## src/rtl/ahb_matrix_pkg.sv

```systemverilog
// ahb_matrix_pkg: AHB encodings shared by the matrix input stages and output arbiters
package ahb_matrix_pkg;
  typedef enum logic [1:0] {TRANS_IDLE, TRANS_BUSY, TRANS_NONSEQ, TRANS_SEQ} htrans_e;
  typedef enum logic [2:0] {
    BURST_SINGLE, BURST_INCR, BURST_WRAP4, BURST_INCR4,
    BURST_WRAP8, BURST_INCR8, BURST_WRAP16, BURST_INCR16
  } hburst_e;
  localparam logic RESP_OKAY  = 1'b0;
  localparam logic RESP_ERROR = 1'b1;
endpackage

```

## src/rtl/ahb_addr_hold_reg.sv

```systemverilog
// ahb_addr_hold_reg: enable-loaded address-phase attribute bank with live/held select
module ahb_addr_hold_reg #(
  parameter int W = 46
) (
  input  logic         clk_i,
  input  logic         rst_i,
  input  logic         en_i,
  input  logic         held_i,
  input  logic [W-1:0] d_i,
  output logic [W-1:0] q_o
);
  logic [W-1:0] hold_q;
  always_ff @(posedge clk_i)
    if (rst_i) hold_q <= '0;
    else if (en_i) hold_q <= d_i;
  assign q_o = held_i ? hold_q : d_i;
endmodule

```

## src/rtl/ahb_matrix_input_stage.sv

```systemverilog
// ahb_matrix_input_stage: holds a master's address phase until its output port is granted
module ahb_matrix_input_stage
  import ahb_matrix_pkg::*;
#(
  parameter int ADDR_WIDTH = 32,
  parameter int MW         = 4
) (
  input  logic                  HCLK,
  input  logic                  HRESET,
  input  logic                  HSELS,
  input  logic [ADDR_WIDTH-1:0] HADDRS,
  input  logic [1:0]            HTRANSS,
  input  logic                  HWRITES,
  input  logic [2:0]            HSIZES,
  input  logic [2:0]            HBURSTS,
  input  logic [MW-1:0]         HPROTS,
  input  logic                  HMASTLOCKS,
  input  logic                  HREADYS,
  output logic                  HREADYOUTS,
  output logic                  HRESPS,
  output logic                  sel_dec,
  output logic [ADDR_WIDTH-1:0] addr_dec,
  output logic [1:0]            trans_dec,
  output logic                  write_dec,
  output logic [2:0]            size_dec,
  output logic [2:0]            burst_dec,
  output logic [MW-1:0]         prot_dec,
  output logic                  lock_dec,
  output logic                  held_tran,
  input  logic                  active_dec,
  input  logic                  readyout_dec,
  input  logic                  resp_dec
);
  localparam int AW = ADDR_WIDTH + MW + 10;
  logic pend_q, pend_d, dp_q, dp_d, trans_valid, grant;
  logic [AW-1:0] live, pres;
  assign trans_valid = HSELS & HREADYS & HTRANSS[1];
  assign grant       = active_dec & readyout_dec;
  always_comb begin
    pend_d = pend_q ? ~grant : trans_valid & ~grant;
    dp_d   = ((trans_valid | pend_q) & grant) ? 1'b1 : readyout_dec ? 1'b0 : dp_q;
  end
  always_ff @(posedge HCLK)
    if (HRESET) begin
      pend_q <= 1'b0;
      dp_q   <= 1'b0;
    end else begin
      pend_q <= pend_d;
      dp_q   <= dp_d;
    end
  assign live = {HADDRS, HTRANSS, HWRITES, HSIZES, HBURSTS, HPROTS, HMASTLOCKS};
  ahb_addr_hold_reg #(.W(AW)) u_hold (
    .clk_i (HCLK),
    .rst_i (HRESET),
    .en_i  (HSELS & HREADYS),
    .held_i(pend_q),
    .d_i   (live),
    .q_o   (pres)
  );
  assign {addr_dec, trans_dec, write_dec, size_dec, burst_dec, prot_dec, lock_dec} = pres;
  assign sel_dec    = pend_q | (HSELS & HTRANSS[1]);
  assign held_tran  = pend_q;
  // an open data phase wins: the master sees the slave's ready/response directly
  assign HREADYOUTS = dp_q ? readyout_dec : ~pend_q;
  assign HRESPS     = dp_q ? resp_dec : RESP_OKAY;
endmodule
```

## config.mk

```make
export PLATFORM = sky130hd
export DESIGN_NAME = ahb_matrix_input_stage
export DESIGN_NICKNAME = d
export VERILOG_FILES = /design/src/rtl/ahb_matrix_pkg.sv /design/src/rtl/ahb_addr_hold_reg.sv /design/src/rtl/ahb_matrix_input_stage.sv
export SDC_FILE = /design/constraint.sdc
export NUM_CORES = 1
export LEC_CHECK = 0
export BUFFER_PORTS_ARGS = -buffer_cell sky130_fd_sc_hd__buf_2
export CAP_MARGIN = 10
export CORE_ASPECT_RATIO = 1.4
export CORE_MARGIN = 2
export CORE_UTILIZATION = 28
export DETAILED_ROUTE_END_ITERATION = 12
export PLACE_DENSITY_LB_ADDON = 0.25
export SETUP_SLACK_MARGIN = 0.2
export SLEW_MARGIN = 20
export SYNTH_ARGS = -nofsm -noshare
export SYNTH_HDL_FRONTEND = slang
export SYNTH_HIERARCHICAL = 1
export SYNTH_SLANG_ARGS = --single-unit
```

## constraint.sdc

```tcl
create_clock -name HCLK -period 2.2 [get_ports HCLK]
set_input_delay 0.11 -clock HCLK [delete_from_list [all_inputs] [get_ports HCLK]]
set_output_delay 0.11 -clock HCLK [all_outputs]
set_load 0.005 [all_outputs]
```

Word level (Yosys, flattened, before mapping)

Cells that the tools add are included.

Reduce and logical (&&, ||, !) cells: 1
Mux-type cells: 6
Bitwise operators: 10

Operator list:

| kind              | count |
|---|---|
| $mux 46           | 1 |
| $and 1x1->1       | 6 |
| $mux 1            | 5 |
| $not 1->1         | 2 |
| $or 1x1->1        | 2 |
| $reduce_bool 2->1 | 1 |

Flip-flop bits (word level): 48
Logic and storage cells: 20
Input port bits: 53

Logic depth before layout (Yosys ltp)

Word-level depth: 5
Depth in mapped cells: 5
Depth with buffers taken out: 3

Modules after synthesis

The synthesis kept the hierarchy.

Modules (own cells, without submodules):

| module                 | instances | seq. area each (um2) | area an instance (um2) | cells each |
|---|---|---|---|---|
| ahb_addr_hold_reg      | 1         | 920.9                | 2408.6                 | 199 |
| ahb_matrix_input_stage | 1         | 40.0                 | 123.9                  | 15 |

Worst setup path after synthesis

OpenSTA, ideal clock, no wires.

Kind: register to output
Start point: reg pend_q (netlist: held_tran)
End point: out addr_dec[0]
Required time: 2090 ps
Buffers on the path: 2
Setup slack: 1072 ps
Cell stages (with the launch flop): 4
Arrival: 1018 ps
Cells stage by stage: dfxtp_1 buf_6 buf_12 mux2_4

Longest elaborated chain between the ends: 1

Ends and longest elaborated chain:

| element                | line                         | text |
|---|---|---|
| start, declared        | ahb_matrix_input_stage.sv:35 | `logic pend_q, pend_d, dp_q, dp_d, trans_valid, grant;` |
| start signal, assigned | ahb_matrix_input_stage.sv:48 | `pend_q <= pend_d;` |
| $mux 46                | ahb_addr_hold_reg.sv:16      | `assign q_o = held_i ? hold_q : d_i;` |
| end, declared          | ahb_matrix_input_stage.sv:22 | `output logic [ADDR_WIDTH-1:0] addr_dec,` |

Every way passes these cells.

Worst setup path after layout

Start point: reg pend_q (netlist: held_tran)
End point: out addr_dec[9]

Same word-level chain as after synthesis.

==> impl_metrics.json <==
{
  "status": "finished clean",
  "dp_hpwl_um": 3610,
  "grt_pass1_vias": 1756,
  "place_ws_ns": 0.728,
  "vias_per_cell": 4.41,
  "n_antenna_cell": 0,
  "syn_nets": 267,
  "worst_pin_slew_ns": 0.559,
  "synth_cells": 214,
  "avgSynthCellArea_um2": 11.8,
  "ant_nets": 0,
  "r2r_end": "held_tran",
  "maxClockFrequency_mhz": 575,
  "routed_wl_um": 5120,
  "hold_depth": 2,
  "cts_max_level": 2,
  "area_delta_synth_final_pct": 26.2,
  "grt_pass1_wl_um": 8070,
  "synth.most_common_cell": "dfxtp_1",
  "grt_max_degree": 43,
  "cpMaxStageDelayCell": "dfxtp_4",
  "worstPathRequired_ns": 2.09,
  "synth_area_um2": 2530,
  "end_kind": "output port",
  "firstDrtPassIters": 4,
  "worst_slack_ns": 0.461,
  "ys_ff_latch": 48,
  "cts_hold_buf": 0,
  "first_iter_violations": 50,
  "holdCritPathClass": "input pin to flip-flop",
  "avgRoutedWirePerCell_um": 12.2,
  "setup_tns_ns": 0,
  "async_flop_share_pct": 0,
  "synth_top_area_share_pct": 37.9,
  "r2r-start": "held_tran",
  "crit_chain": "buf_4 > mux2_4 > buf_2",
  "dpl_cell_area_um2": 3050,
  "dr_total_vias": 1854,
  "reg2reg_depth": 3,
  "post_synth_main_area_contributors": "dfxtp_1, mux2_4, mux2i_1",
  "p_leak_nw": 1.49,
  "fin_area_um2": 3200,
  "synthFlopType": "dfxtp_1",
  "port-buffer-count": 102,
  "antenna_found_initial": 0,
  "cts_setup_buffers": 0,
  "io_pins": 103,
  "synth_common_cells": "dfxtp_1, mux2i_1, nor2_1",
  "slew_violations": 0,
  "die_height_um": 117,
  "ys_warn_count": 6,
  "cpPeakStageDelay_ns": 0.58,
  "nFillCells": 955,
  "fp.coreArea_um2": 8930,
  "startpoint_type": "flip-flop",
  "clk_latency_ns": 0.28,
  "final_cells": 420,
  "crit_type": "flip-flop to output port",
  "ys_types": 20,
  "dp_cells": 412,
  "powerDensity_nw_per_um2": 643,
  "cp.depth": 3,
  "root_buffer": "clkbuf_16",
  "num_rows": 41,
  "regToRegSetupSlack_ns": 0.94,
  "regArea_um2": 965,
  "fin_crit_sh_pct": 79.0,
  "multi_input_area_um2": 1380,
  "die_x_um": 84.4,
  "ys_seq_area_share_pct": 37.9,
  "cts_tree": "built",
  "drive_gt1_share_pct": 51.4,
  "fin_crit_ns": 1.74,
  "finalHoldViolCount": 0,
  "synth_edf_count": 0,
  "min_to": "held_tran",
  "drc_errors": 0,
  "post-route-util_pct": 35.8,
  "hold_start": "active_dec",
  "setup_viol": 0,
  "crit_buf_inv": 2,
  "ir_worst_vdd_v": 0.000300,
  "cts.clk_slew.worst_paths_ns": 0.06,
  "critPathMaxFanout": 20,
  "crit_family": "flip-flops",
  "gp_congestion": 0.701,
  "yosysTopAreaCell": "dfxtp_1",
  "cts.sinks": 48,
  "die_area_um2": 9830,
  "clk_path_buf_depth": 2,
  "fin_skew_ns": 0.000251,
  "start_util_pct": 28.4,
  "grt_overflow": 0,
  "arrival_ns": 1.63,
  "cts_resized": 0,
  "grt_usage_pct": 10.4,
  "slew_headroom_pct": 62.8,
  "fin_nets": 365,
  "cts_inserted_buffers": 5,
  "grt_setup_unrepaired": "no",
  "max-cap-violations": 0
}
-- flip-flops by register name (all words and copies together) (netlist names) --
name and flops:
u_hold/hold_q 46, dp_q 1, held_tran 1
-- stage by stage --
step                total power, mW  hold WS (ns)
floorplan                      1.19         0.189
global placement               1.31         0.351
detailed placement             1.32         0.348
CTS                            2.11        0.0421
global route                   2.17        0.0559
finish                         2.06        0.0528
-- routing by layer --
layer	vias to the layer above	global-route usage (%)	wire, um	share of wire (%)
met1	864	10.1	2000	39
met3	2	3.60	375	7.3
met5	-	0	0	0
li1	930	-	-	-
met2	58	20.0	2700	53
met4	0	4.13	43	0.84
-- power breakdown --
group / switching, mW / total (mW) / internal, mW / leakage (nW)
Sequential: 0.0262 / 0.937 / 0.911 / 0.393
Clock: 0.310 / 0.764 / 0.454 / 0.0712
Combinational: 0.142 / 0.354 / 0.212 / 1.02
Total: 0.479 / 2.06 / 1.58 / 1.49
-- how the worst max path moves through the flow --
stage               startpoint      endpoint  slack, ns
global route         held_tran  addr_dec[19]       0.36
floorplan            held_tran   addr_dec[0]       1.07
CTS                  held_tran   addr_dec[9]       0.41
detailed placement   held_tran   addr_dec[9]       0.73
global placement     held_tran   addr_dec[8]       0.72
finish               held_tran   addr_dec[9]       0.46
-- cell families (layout without fill, tap and decap cells) --
kind of cell / Yosys count / after routing / share of synthesized area (%)
AND/OR/NAND/NOR: 55 / 55 / 8.94
AO/OA/AOI/OAI: 3 / 3 / 1.04
flip-flops: 48 / 48 / 37.9
buffers and inverters: 16 / 115 / 7.51
multiplexers: 92 / 92 / 44.6
-- layout by cell type, fill, tap and decap left out, types with 2 or more instances in the layout --
cell type and instances:
buf_12 2, buf_2 102, buf_4 2, clkbuf_1 2, clkbuf_16 5, dfxtp_1 47, mux2_2 6, mux2_4 40
mux2i_1 46, nand2_1 3, nor2_1 46
-- final cells by class --
type / count / area share (%)
multi-input combinational: 150 / 43.2
sequential: 48 / 30.2
timing repair buffer: 106 / 17.7
clock buffer: 8 / 4.58
tap: 107 / 4.19
inverter: 1 / 0.117
-- worst reg2reg max path, cell delays in order, from the launching register on --
cell	delay (ns)
dfxtp_4	0.58
buf_12	0.24
inv_1	0.08
a221oi_1	0.26
Power figures use the tool's default switching activity.
